### src/rtl/opt_pkg.sv
// Shared definitions for the opt encryptor/decryptor pair: widths, LFSR defaults, FSM states
// and the unrolled 8-step Galois LFSR advance.
package opt_pkg;

  localparam int unsigned LfsrW    = 16;
  localparam int unsigned KeyBytes = LfsrW / 8;
  localparam int unsigned KeyIdxW  = $clog2(KeyBytes) + 1;

  localparam logic [LfsrW-1:0] Taps     = 16'hB400;
  localparam logic [LfsrW-1:0] ZeroSeed = 16'hACE1;

  typedef enum logic [1:0] {
    StNoKey,
    StLoad,
    StRun
  } opt_state_e;

  // One keystream byte consumes eight Galois steps: shift right, fold taps on a 1 out.
  function automatic logic [LfsrW-1:0] lfsr_step8(logic [LfsrW-1:0] l, logic [LfsrW-1:0] taps);
    logic [LfsrW-1:0] r;
    r = l;
    for (int i = 0; i < 8; i++) begin
      if (r[0]) begin
        r = (r >> 1) ^ taps;
      end else begin
        r = r >> 1;
      end
    end
    return r;
  endfunction

endpackage

### src/rtl/opt_decryptor_if.sv
// Byte-stream bus between the pin mux (master) and the opt decryptor (slave).
// byte_count exists only when OPT_DEC_CNT_EN is defined.
interface opt_decryptor_if;
  logic       ena;
  logic [7:0] din;
  logic       din_valid;
  logic       din_is_key;
  logic [7:0] dout;
  logic       dout_valid;
  logic       key_ready;
  logic       err;
`ifdef OPT_DEC_CNT_EN
  logic [15:0] byte_count;
`endif

  modport master (
    output ena, din, din_valid, din_is_key,
    input  dout, dout_valid, key_ready, err
`ifdef OPT_DEC_CNT_EN
    , input byte_count
`endif
  );

  modport slave (
    input  ena, din, din_valid, din_is_key,
    output dout, dout_valid, key_ready, err
`ifdef OPT_DEC_CNT_EN
    , output byte_count
`endif
  );
endinterface

### src/rtl/opt_keystream.sv
// Keystream LFSR: byte-serial key load with all-zero seed substitution and 8-step advance.
// Shared unchanged between the encryptor and the decryptor.
module opt_keystream
  import opt_pkg::*;
#(
  parameter logic [LfsrW-1:0] LfsrTaps     = Taps,
  parameter logic [LfsrW-1:0] LfsrZeroSeed = ZeroSeed
) (
  input  logic               clk,
  input  logic               rst_n,
  input  logic               key_we_i,
  input  logic [KeyIdxW-1:0] key_idx_i,
  input  logic               key_last_i,
  input  logic [7:0]         key_byte_i,
  input  logic               advance_i,
  output logic [7:0]         ks_o
);

  logic [LfsrW-1:0] lfsr_q, lfsr_d;
  logic [LfsrW-1:0] key_asm;

  always_comb begin
    key_asm = lfsr_q;
    for (int b = 0; b < int'(KeyBytes); b++) begin
      if (key_idx_i == KeyIdxW'(b)) begin
        key_asm[8*b +: 8] = key_byte_i;
      end
    end

    lfsr_d = lfsr_q;
    if (key_we_i) begin
      // An all-zero state would lock the LFSR, so a zero key runs from a fixed seed instead.
      lfsr_d = (key_last_i && (key_asm == '0)) ? LfsrZeroSeed : key_asm;
    end else if (advance_i) begin
      lfsr_d = lfsr_step8(lfsr_q, LfsrTaps);
    end
  end

  always_ff @(posedge clk or negedge rst_n) begin
    if (!rst_n) begin
      lfsr_q <= '0;
    end else begin
      lfsr_q <= lfsr_d;
    end
  end

  assign ks_o = lfsr_q[7:0];

endmodule

### src/rtl/opt_decryptor.sv
// Byte-serial stream decryptor: XORs ciphertext with the LFSR keystream after a key load.
// Optional OPT_DEC_CNT_EN adds a 16-bit count of decrypted bytes on the bus.
module opt_decryptor
  import opt_pkg::*;
#(
  parameter logic [LfsrW-1:0] LfsrTaps     = Taps,
  parameter logic [LfsrW-1:0] LfsrZeroSeed = ZeroSeed
) (
  input logic            clk,
  input logic            rst_n,
  opt_decryptor_if.slave bus
);

  opt_state_e         state_q;
  logic [KeyIdxW-1:0] idx_q;
  logic [7:0]         dout_q;
  logic               dout_valid_q;
  logic               key_ready_q;
  logic               err_q;
`ifdef OPT_DEC_CNT_EN
  logic [15:0]        cnt_q;
`endif

  logic               accept;
  logic               key_acc;
  logic               data_acc;
  logic [KeyIdxW-1:0] key_idx;
  logic               key_last;
  logic               advance;
  logic [7:0]         ks;

  always_comb begin
    accept   = bus.ena & bus.din_valid;
    key_acc  = accept & bus.din_is_key;
    data_acc = accept & ~bus.din_is_key;
    // Only LOAD continues a key; NOKEY and RUN (rekey) both start over at byte 0.
    key_idx  = (state_q == StLoad) ? idx_q : '0;
    key_last = (key_idx == KeyIdxW'(KeyBytes - 1));
    advance  = data_acc & (state_q == StRun);
  end

  opt_keystream #(
    .LfsrTaps     (LfsrTaps),
    .LfsrZeroSeed (LfsrZeroSeed)
  ) u_keystream (
    .clk        (clk),
    .rst_n      (rst_n),
    .key_we_i   (key_acc),
    .key_idx_i  (key_idx),
    .key_last_i (key_last),
    .key_byte_i (bus.din),
    .advance_i  (advance),
    .ks_o       (ks)
  );

  always_ff @(posedge clk or negedge rst_n) begin
    if (!rst_n) begin
      state_q      <= StNoKey;
      idx_q        <= '0;
      dout_q       <= 8'h00;
      dout_valid_q <= 1'b0;
      key_ready_q  <= 1'b0;
      err_q        <= 1'b0;
`ifdef OPT_DEC_CNT_EN
      cnt_q        <= 16'h0000;
`endif
    end else begin
      dout_valid_q <= 1'b0;
      if (key_acc) begin
        if (key_last) begin
          state_q     <= StRun;
          idx_q       <= '0;
          err_q       <= 1'b0;
          key_ready_q <= 1'b1;
`ifdef OPT_DEC_CNT_EN
          cnt_q       <= 16'h0000;
`endif
        end else begin
          state_q     <= StLoad;
          idx_q       <= key_idx + KeyIdxW'(1);
          key_ready_q <= 1'b0;
        end
      end else if (data_acc) begin
        if (state_q == StRun) begin
          dout_q       <= bus.din ^ ks;
          dout_valid_q <= 1'b1;
`ifdef OPT_DEC_CNT_EN
          cnt_q        <= cnt_q + 16'h0001;
`endif
        end else begin
          err_q <= 1'b1;
        end
      end
    end
  end

  assign bus.dout       = dout_q;
  assign bus.dout_valid = dout_valid_q;
  assign bus.key_ready  = key_ready_q;
  assign bus.err        = err_q;
`ifdef OPT_DEC_CNT_EN
  assign bus.byte_count = cnt_q;
`endif

endmodule

### src/flat_wrapper.sv
// flat-port wrapper written by rule: the top's interface ports become plain ports
module opt_decryptor_flat import opt_pkg::*;
#(
  parameter logic [LfsrW-1:0] LfsrTaps     = Taps,
  parameter logic [LfsrW-1:0] LfsrZeroSeed = ZeroSeed
)
  (clk, rst_n, bus_ena, bus_din, bus_din_valid, bus_din_is_key, bus_dout, bus_dout_valid, bus_key_ready, bus_err);
  opt_decryptor_if bus_i ();
  input logic clk;
  input logic rst_n;
  input wire logic [$bits(bus_i.ena)-1:0] bus_ena;
  input wire logic [$bits(bus_i.din)-1:0] bus_din;
  input wire logic [$bits(bus_i.din_valid)-1:0] bus_din_valid;
  input wire logic [$bits(bus_i.din_is_key)-1:0] bus_din_is_key;
  output wire logic [$bits(bus_i.dout)-1:0] bus_dout;
  output wire logic [$bits(bus_i.dout_valid)-1:0] bus_dout_valid;
  output wire logic [$bits(bus_i.key_ready)-1:0] bus_key_ready;
  output wire logic [$bits(bus_i.err)-1:0] bus_err;
  assign bus_i.ena = bus_ena;
  assign bus_i.din = bus_din;
  assign bus_i.din_valid = bus_din_valid;
  assign bus_i.din_is_key = bus_din_is_key;
  assign bus_dout = bus_i.dout;
  assign bus_dout_valid = bus_i.dout_valid;
  assign bus_key_ready = bus_i.key_ready;
  assign bus_err = bus_i.err;
  opt_decryptor #(.LfsrTaps(LfsrTaps), .LfsrZeroSeed(LfsrZeroSeed)) u_core (.clk(clk), .rst_n(rst_n), .bus(bus_i));
endmodule
### config.mk
export PLATFORM = sky130hd
export DESIGN_NAME = opt_decryptor_flat
export DESIGN_NICKNAME = d
export VERILOG_FILES = /design/src/rtl/opt_pkg.sv /design/src/rtl/opt_decryptor_if.sv /design/src/rtl/opt_keystream.sv /design/src/rtl/opt_decryptor.sv /design/src/flat_wrapper.sv
export SDC_FILE = /design/constraint.sdc
export NUM_CORES = 1
export LEC_CHECK = 0
export ABC_AREA = 1
export CORE_MARGIN = 4
export CORE_UTILIZATION = 56
export DETAILED_ROUTE_END_ITERATION = 10
export GPL_TIMING_DRIVEN = 0
export PLACE_DENSITY = 0.87
export SLEW_MARGIN = 10
export SYNTH_ARGS = -nofsm -noshare
export SYNTH_HDL_FRONTEND = slang
export SYNTH_HIERARCHICAL = 1
export SYNTH_SLANG_ARGS = --single-unit
### constraint.sdc
create_clock -name clk -period 2.2 [get_ports clk]
set_input_delay 0.44 -clock clk [delete_from_list [all_inputs] [get_ports clk]]
set_output_delay 0.44 -clock clk [all_outputs]
set_load 0.05 [all_outputs]
==> out/qor.txt <==
status: completed
core area: 3416 sq um
FMAX: 0.4908 GHz
Reg clk slew, reported paths: 0.09 ns
setup bufs post-CTS: 0
yosys warns: 6
Area Growth Syn to Fin: 17.71%
sequential area share after synthesis: 37.29%
final setup vio count: 0
Worst Path Required: 2.44 ns
Net Count, Synth: 291
Worst setup EP type: flip-flop
Initial DRT Pass Iterations: 5
cells after synthesis: 278
CTS root buf: clkbuf_4
First DRT Iteration DRCs: 95
number of antenna diodes: 0
WP data arrival: 2.28 ns
Cell Area, Placed: 2296 sq um
asr flop ratio synth: 100.0%
row count: 21
Routed WL: 4948 um
Detail Route Antenna Nets: 0
global-route wire length before repair: 8135 um
Die H: 67.96 um
I/O Buffers: 23
Worst Setup Start Kind: primary input
DR vias/cell: 5.338
Distinct cells, synth: 30
leakage power figure: 1.163 nW
WS Path Type: primary input to flip-flop
post-layout min period: 2.037 ns
Initial Util: 58.94%
pin count of the biggest net entering global routing: 31
Die X: 67.96 um
number of global-route vias before repair: 1824
Mapped Area: 2013 sq um
hold crit path type: primary input to asynchronous set/reset pin
Slew headroom: 56.18%
Final Cell Area: 2370 sq um
crit share post-route: 92.61%
grt ovf: 0
post-route clock skew: 0.009379 ns
hpwl dp: 3796 um
drt wl/cell: 13.94 um
VDD IR max: 637.1 uV
power per cell area: 1228 nW/um^2
Post-synth EDFFs: 0
Num CTS Buffers: 5
Crit Path Max Fanout: 10
worst skew pair latency: 0.34 ns
top-area cell type share of the netlist area: 37.29%
drt drc: 0
top cells by area, synth: dfrtp_1 37%, nand2_1 18%, xnor2_1 8.3%
Die ar.: 4619 sq um
worst-margin pin slew: 0.6573 ns
vias: 1895
total power draw: 2.910 mW
CTS tree: built
FF+latch count, synth: 30
GRT Overall Usage: 24.08%
synthesized area per cell: 7.242 sq um
setup_tns: 0 ns
Final Hold Fails: 0
area leader, netlist: dfrtp_1
# hold bufs at CTS: 0
Max Slew Vio Count: 0
fraction of layout cells with a size suffix above 1: 14.24%
ys flop type: dfrtp_1
# IOs: 24
CTS Buffer Depth: 2
RePlAce Congestion: 0.9074
layout net count: 321
max cap viols: 0
clk sinks: 30
H-tree Lvls: 2
initial antenna violation count: 0
[cell usage in the layout (no fill, tap or decap)]
| master | count |
|---|---|
| nand2_1 | 95 |
| nor3_1 | 1 |
| clkbuf_8 | 1 |
| nand2_2 | 2 |
| inv_4 | 1 |
| a22oi_1 | 1 |
| clkbuf_2 | 1 |
| a21oi_1 | 4 |
| inv_1 | 22 |
| nor2_1 | 29 |
| clkdlybuf4s50_1 | 22 |
| buf_4 | 8 |
| buf_6 | 1 |
| nand2_4 | 2 |
| o21ai_1 | 1 |
| o21ai_0 | 11 |
| xor2_1 | 6 |
| nor2_4 | 3 |
| buf_2 | 2 |
| inv_2 | 3 |
| dfrtp_1 | 30 |
| a31oi_1 | 3 |
| o22ai_1 | 3 |
| clkinv_2 | 2 |
| nand3_1 | 11 |
| xnor2_1 | 19 |
| buf_8 | 1 |
| nand3b_1 | 1 |
| nor2_2 | 4 |
| o21ai_2 | 8 |
| clkbuf_4 | 5 |
| clkbuf_1 | 3 |
| o221ai_1 | 3 |
[power by group]
group	leakage (nW)	total (mW)	internal, mW	switching (mW)
sequential	0.361	0.932	0.748	0.184
combinational	0.768	1.63	0.656	0.975
clock	0.0353	0.347	0.155	0.192
[routing by layer]
| metal | vias to the layer above | wire, um | global-route usage (%) | part of all wire [%] |
|---|---|---|---|---|
| met2 | 107 | 2279 | 40.55 | 46 |
| met4 | 0 | 138 | 13.40 | 2.8 |
| met1 | 846 | 2041 | 28.96 | 41 |
| li1 | 925 | - | - | - |
| met5 | - | 0 | 0 | 0 |
| met3 | 17 | 489 | 4.105 | 9.9 |
[worst paths after layout]
| kind | from | endpoint | slack (ns) | depth (start not counted) |
|---|---|---|---|---|
| worst max-delay path | bus_din_valid | u_core/u_keystream/lfsr_q[8] | 0.16 | 13 |
| worst min-delay path | rst_n | u_core/idx_q[1] | 0.12 | 1 |
| worst max register to register | u_core/state_q[1] | u_core/u_keystream/lfsr_q[6] | 0.24 | 14 |
| worst min register to register | u_core/bus.dout[7] | u_core/bus.dout[7] | 0.49 | 2 |
| max in group asynchronous | rst_n | u_core/u_keystream/lfsr_q[12] | 1.66 | 1 |
| min in group clk | u_core/bus.dout[7] | u_core/bus.dout[7] | 0.49 | 2 |
[per-stage QoR]
step                      hold slack [ns]  setup slack (ns)  utilization, %  std cells
final                              0.1183            0.1625           69.38        355
after global routing               0.1702          -0.01367           69.38        355
after CTS                          0.1280           0.06896           69.01        355
after detailed placement           0.4680           -0.4497           67.22        347
after global placement             0.4637           -0.4455           67.36        347
after floorplan                    0.1444            0.2429               -        278
[logic make-up (layout without fill, tap and decap cells)]
| kind of cell | count (synthesis) | count (layout) | share of synthesized area (%) |
|---|---|---|---|
| buffers and inverters | 41 | 72 | 10.32 |
| XOR/XNOR | 25 | 25 | 10.88 |
| flip-flops | 30 | 30 | 37.29 |
| AO/OA/AOI/OAI | 34 | 34 | 11.00 |
| AND/OR/NAND/NOR | 148 | 148 | 30.52 |
[what timing repair did]
action / in CTS / in global routing
pin swaps: 0 / 0
endpoints found under the setup margin: 7 / 11
gates resized for setup: 1 / 5
[Yosys cell counts, types with 3 or more instances]
master and number:
nand2_1 95, o21ai_2 8, nor2_1 32, xor2_1 6
a31oi_1 3, inv_1 23, o21ai_0 11, o221ai_1 3
a21oi_1 4, dfrtp_1 30, o22ai_1 3, nand3_1 11
buf_4 8, xnor2_1 19
[worst max-delay path, stage by stage]
cell and delay (ns):
clkdlybuf4s50_1 0.47, nand2_1 0.08, nor2_4 0.11, nand2_4 0.10, buf_8 0.16, inv_1 0.15, inv_1 0.11, nor2_2 0.18
inv_2 0.11, a21oi_1 0.12, o21ai_0 0.09, o21ai_0 0.09, nor2_1 0.06
[state kept, by name, indices dropped and copies added (netlist names)]
signal and count:
u_core/bus.dout 8, u_core/bus.dout_valid 1, u_core/idx_q 2, u_core/bus.err 1, u_core/state_q 2, u_core/u_keystream/lfsr_q 16
[area by class of cell]
class                           count  area [sq um]
Multi-Input combinational cell    207          1067
Fill cell                         300          1046
Sequential cell                    30         750.7
Timing Repair Buffer               23         225.2
Inverter                           27         105.1
Buffer                             14         103.9
Tap cell                           46         57.56
Clock buffer                        7         55.05
Clock inverter                      1         5.005
(Power assumes the default switching activity.)
